File: config.mk
export PLATFORM = sky130hd
export DESIGN_NAME = vector_lane_alu
export DESIGN_NICKNAME = d
export VERILOG_FILES = /design/src/rtl/vector_pkg.sv /design/src/rtl/vector_lane_op.sv /design/src/rtl/vector_lane_alu.sv
export SDC_FILE = /design/constraint.sdc
export NUM_CORES = 1
export LEC_CHECK = 0
export BUFFER_PORTS_ARGS = -buffer_cell sky130_fd_sc_hd__buf_4
export CELL_PAD_IN_SITES_DETAIL_PLACEMENT = 0
export CELL_PAD_IN_SITES_GLOBAL_PLACEMENT = 1
export CORE_MARGIN = 2
export CORE_UTILIZATION = 25
export DETAILED_ROUTE_END_ITERATION = 7
export PLACE_DENSITY = 0.56
export SLEW_MARGIN = 20
export SYNTH_ARGS = -nofsm -noshare
export SYNTH_HDL_FRONTEND = slang
export SYNTH_SLANG_ARGS = --single-unit
File: constraint.sdc
create_clock -name clock -period 8.34 [get_ports clock]
set_input_delay 1.668 -clock clock [delete_from_list [all_inputs] [get_ports clock]]
set_output_delay 1.668 -clock clock [all_outputs]
set_load 0.005 [all_outputs]
File: src/rtl/vector_pkg.sv
// Shared constants for the vector lane ALU: lane geometry, opcodes
// and FSM state encodings.
package vector_pkg;

    localparam int LANE_W = 8;
    localparam int LANES  = 4;
    localparam int CNT_W  = 2;

    typedef enum logic [1:0] {
        VADD = 2'b00,
        VSUB = 2'b01,
        VMAX = 2'b10,
        VMIN = 2'b11
    } op_e;

    typedef enum logic [1:0] {
        IDLE = 2'b00,
        EXEC = 2'b01,
        WB   = 2'b10
    } state_e;

endpackage

File: src/rtl/vector_lane_op.sv
// Single-lane combinational datapath: add/sub with carry/borrow flag,
// unsigned max/min. Ports: a, b, op in; result, flag out.
// Saturation on add/sub enabled by VECTOR_LANE_ALU_SATURATE_EN.
module vector_lane_op #(
    parameter int LANE_W = vector_pkg::LANE_W
) (
    input  logic [LANE_W-1:0] a,
    input  logic [LANE_W-1:0] b,
    input  logic [1:0]        op,
    output logic [LANE_W-1:0] result,
    output logic              flag
);
    import vector_pkg::*;

    logic [LANE_W:0] w_sum;
    logic [LANE_W:0] w_diff;

    // Extra MSB holds carry-out (add) or borrow (sub).
    assign w_sum  = {1'b0, a} + {1'b0, b};
    assign w_diff = {1'b0, a} - {1'b0, b};

    always_comb begin
        result = '0;
        flag   = 1'b0;
        unique case (op_e'(op))
            VADD: begin
                flag = w_sum[LANE_W];
`ifdef VECTOR_LANE_ALU_SATURATE_EN
                result = w_sum[LANE_W] ? '1 : w_sum[LANE_W-1:0];
`else
                result = w_sum[LANE_W-1:0];
`endif
            end
            VSUB: begin
                flag = w_diff[LANE_W];
`ifdef VECTOR_LANE_ALU_SATURATE_EN
                result = w_diff[LANE_W] ? '0 : w_diff[LANE_W-1:0];
`else
                result = w_diff[LANE_W-1:0];
`endif
            end
            VMAX: result = (a > b) ? a : b;
            VMIN: result = (a < b) ? a : b;
            default: ;
        endcase
    end

endmodule

File: src/rtl/vector_lane_alu.sv
// Lane-serial vector ALU: captures two source vectors on start, runs one
// lane per EXEC cycle through vector_lane_op, then issues one VRF write.
// Ports: clock, reset_n (async low), start, op, vdata1, vdata2, dest in;
// busy, VRFWrite, vregw, vdataw, vflags out.
// Optional macro: VECTOR_LANE_ALU_SATURATE_EN (saturating add/sub).
module vector_lane_alu #(
    parameter int LANE_W = vector_pkg::LANE_W,
    parameter int LANES  = vector_pkg::LANES
) (
    input  logic                    clock,
    input  logic                    reset_n,
    input  logic                    start,
    input  logic [1:0]              op,
    input  logic [LANE_W*LANES-1:0] vdata1,
    input  logic [LANE_W*LANES-1:0] vdata2,
    input  logic [1:0]              dest,
    output logic                    busy,
    output logic                    VRFWrite,
    output logic [1:0]              vregw,
    output logic [LANE_W*LANES-1:0] vdataw,
    output logic [LANES-1:0]        vflags
);
    import vector_pkg::*;

    localparam int VW = LANE_W * LANES;

    state_e            r_state;
    logic [CNT_W-1:0]  r_cnt;
    logic [1:0]        r_op;
    logic [1:0]        r_dest;
    logic [VW-1:0]     r_v1;
    logic [VW-1:0]     r_v2;
    logic [VW-1:0]     r_result;
    logic [LANES-1:0]  r_flags;
    logic              r_wr;

    logic [LANE_W-1:0] w_a;
    logic [LANE_W-1:0] w_b;
    logic [LANE_W-1:0] w_res;
    logic              w_flag;
    logic              w_last;

    // Lane multiplexer feeding the shared lane datapath.
    assign w_a    = r_v1[r_cnt*LANE_W +: LANE_W];
    assign w_b    = r_v2[r_cnt*LANE_W +: LANE_W];
    assign w_last = (r_cnt == CNT_W'(LANES - 1));

    vector_lane_op #(
        .LANE_W (LANE_W)
    ) u_lane (
        .a      (w_a),
        .b      (w_b),
        .op     (r_op),
        .result (w_res),
        .flag   (w_flag)
    );

    always_ff @(posedge clock or negedge reset_n) begin
        if (!reset_n) begin
            r_state  <= IDLE;
            r_cnt    <= '0;
            r_op     <= '0;
            r_dest   <= '0;
            r_v1     <= '0;
            r_v2     <= '0;
            r_result <= '0;
            r_flags  <= '0;
            r_wr     <= 1'b0;
        end else begin
            r_wr <= 1'b0;
            unique case (r_state)
                IDLE: begin
                    if (start) begin
                        r_op    <= op;
                        r_dest  <= dest;
                        r_v1    <= vdata1;
                        r_v2    <= vdata2;
                        r_cnt   <= '0;
                        r_state <= EXEC;
                    end
                end
                EXEC: begin
                    r_result[r_cnt*LANE_W +: LANE_W] <= w_res;
                    r_flags[r_cnt] <= w_flag;
                    r_cnt <= r_cnt + CNT_W'(1);
                    if (w_last) begin
                        r_state <= WB;
                        r_wr    <= 1'b1;
                    end
                end
                WB: r_state <= IDLE;
                default: r_state <= IDLE;
            endcase
        end
    end

    assign busy     = (r_state != IDLE);
    assign VRFWrite = r_wr;
    assign vregw    = r_dest;
    assign vdataw   = r_result;
    assign vflags   = r_flags;

endmodule
==> out/metrics.cfg <==
[place]
hpwlAfterDp_mm = 13.5
gp_congestion = 0.841
dp.cells = 1025
io_buffer_count = 110

[timing]
drv_slew = 0
max_freq_mhz = 231
finalClockSkew_ps = 10.3
rsz0062_at_grt = no
post-route-period-util = 0.519
tns_ps = 0
slew_headroom = 0.359
worst_pin_slew_ps = 961
finalSetupViolations = 0
final-hold-violation-count = 0
min_period_ps = 4320

[setup_path]
endpoint_kind = flop
cp.buffers_inverters = 0
cp_cell_sequence = mux2_2 -> o21ai_0 -> ha_1 -> o2111ai_1 -> a21oi_2 -> a21o_1 -> mux2_4 -> a221oi_2 -> o21ai_0
required_ps = 8570
start_kind = flop
critPathMaxFanout = 21
critical_path.slowest_cell = dfrtp_1
worstSetupPathType = reg -> reg
cp.arrival_ps = 4560
critPathTopFamily = compound AO/OA/AOI/OAI gates
path_common_cell = o21ai_0
critPathMaxStageDelay_ps = 980

[clock_tree]
cts_resized = 0
cts_sinks = 109
cts_tree = yes
post_cts_buffers = 0
cts_buffer_depth = 2
cts-root-buf = clkbuf_16
cts_buffers = 9
h-tree-depth = 3
ctsHoldBuffers = 0
cts.reportedPaths.clkPinSlew_ps = 80
insertion_delay_ps = 360

[run_status]
status = finished, final reports clean

[synth]
ys_ff_latch = 109
yosysWarnings = 0
synth_edf_count = 0
avgSynthCellArea_um2 = 9.20
synth_cell_types = 62
syn_area_um2 = 5820
syn-num-nets = 728
synth-main-ff-cell = dfrtp_1
synthArstFlopShare = 1.00
syn_inst = 633
ys_seq_area_frac = 0.468

[hold_path]
hp-class = reg -> reg

[layout]
layout_commonest_cell = nand2_1
final_cell_mix = 249 x nand2_1, 114 x buf_4, 109 x dfrtp_1
antenna_cells = 0
drive_gt1_frac = 0.229
syn_to_final_growth_pct = 22.8
layout.cells.non_filler = 1041
fill_cells = 2401
layout.nets = 818
final_util = 0.314

[power_and_ir_drop]
design_power_total_mw = 3.66
peakVddDrop_uv = 151
p_leak_nw = 3.51
powerDensity_nw_per_um2 = 512

[global_routing]
overflow = 0
globalRouteTotalUtil = 0.150
grt_max_degree = 72
grt_pass1_wl_mm = 28.2
first_global_vias = 5064
antenna_found_initial = 0

[die]
die_width_um = 157
die_area_um2 = 24500
rows = 55
fp.coreArea_um2 = 22800
start_util = 0.256
die_h_um = 157
ios = 111

[route]
viasPerCell = 4.58
drt_iter0_markers = 296
wl_mm = 17.7
final_antenna_net_count = 0
drt_first_pass_iters = 4
vias = 4763
wire_per_inst_um = 17.0
drc = 0

[job]
maxCapViolations = 0

==> sequential cells by signal, indices dropped and copies added, names as in the netlist <==
signal,count
vflags,4
r_v1,32
r_cnt,2
vregw,2
VRFWrite,1
r_op,2
r_state,2
r_v2,32
vdataw,32
==> path summary, 6_finish.rpt <==
check	startpoint	end	slack (ps)	depth (start not counted)
worst max-delay path	r_cnt[1]$_DFFE_PN0P_	vdataw[24]$_DFFE_PN0P_	4020	9
worst min-delay path	r_v1[17]$_DFFE_PN0P_	r_v1[17]$_DFFE_PN0P_	480	2
worst max register to register	r_cnt[1]$_DFFE_PN0P_	vdataw[24]$_DFFE_PN0P_	4020	9
worst min register to register	r_v1[17]$_DFFE_PN0P_	r_v1[17]$_DFFE_PN0P_	480	2
max in group asynchronous	reset_n	r_v2[8]$_DFFE_PN0P_	5760	2
min in group asynchronous	reset_n	r_op[1]$_DFFE_PN0P_	1280	1
==> cell type report <==
| cell class | instances | area (µm²) | area share |
|---|---|---|---|
| clock buffers | 9 | 225 | 0.0315 |
| clock inverters | 7 | 78.8 | 0.0110 |
| inverters | 23 | 86.3 | 0.0121 |
| multi-input cells | 466 | 2790 | 0.390 |
| flip-flops and latches | 109 | 2730 | 0.381 |
| well taps | 313 | 392 | 0.0548 |
| repair buffers | 114 | 856 | 0.120 |
==> tightest hold or removal path, stage by stage (launching register included) <==
cell	delay (ps)
dfrtp_1	340
nand2_1	50
nand2_1	50
==> synth_stat cells, types with 3 or more instances <==
cell type	count	area share
nand2_1	250	0.16
dfrtp_1	109	0.47
o21ai_0	46	0.040
ha_1	22	0.047
inv_1	22	0.014
nor2_1	22	0.014
clkbuf_1	21	0.014
mux4_2	15	0.058
a21oi_1	9	0.0077
mux2i_1	7	0.012
a211oi_1	5	0.0064
nor3_1	5	0.0043
a22o_1	4	0.0060
a31oi_1	4	0.0043
a32o_1	4	0.0069
nand4_1	4	0.0043
nor2b_1	4	0.0043
a21o_1	3	0.0039
buf_4	3	0.0039
buf_6	3	0.0058
clkbuf_8	3	0.0071
mux2_2	3	0.0058
nand2b_1	3	0.0032
nand3_1	3	0.0026
nor4_1	3	0.0032
o211ai_1	3	0.0039
o21a_1	3	0.0039
==> stage by stage <==
| stage | cell area (µm²) | setup slack [ps] | hold WS [ps] |
|---|---|---|---|
| 2_1_floorplan | 5820 | 4680 | 440 |
| 3_3_place_gp | 6850 | 4130 | 457 |
| 3_5_place_dp | 6850 | 4030 | 458 |
| 4_1_cts | 7150 | 4010 | 479 |
| 5_1_grt | 7150 | 3730 | 505 |
| 6_report | 7150 | 4020 | 478 |
==> cells by family after synthesis <==
| kind of cell | count (synthesis) | synth area share |
|---|---|---|
| buffers and inverters | 58 | 0.0537 |
| xor gates and xnor gates | 4 | 0.00602 |
| and+or+nand+nor | 310 | 0.219 |
| DFF | 109 | 0.468 |
| AOI/OAI and AO/OA | 101 | 0.118 |
| adders and majority gates | 24 | 0.0541 |
| muxes | 27 | 0.0810 |
==> power breakdown <==
part | internal (mW) | switching, mW | total, mW
clock network | 0.213 | 0.225 | 0.438
logic | 0.913 | 1.40 | 2.31
registers | 0.744 | 0.167 | 0.910
total | 1.87 | 1.79 | 3.66
==> layer usage <==
layer | GRT usage | part of all wire | wire length [µm] | vias to the layer above
li1 | - | - | - | 2305
met4 | 0.0402 | 0.012 | 217 | 0
met3 | 0.0330 | 0.050 | 883 | 20
met1 | 0.214 | 0.48 | 8560 | 2310
met2 | 0.230 | 0.45 | 8050 | 128
met5 | 0 | 0 | 0 | -
Note: power is estimated with default switching activity, not from simulation.
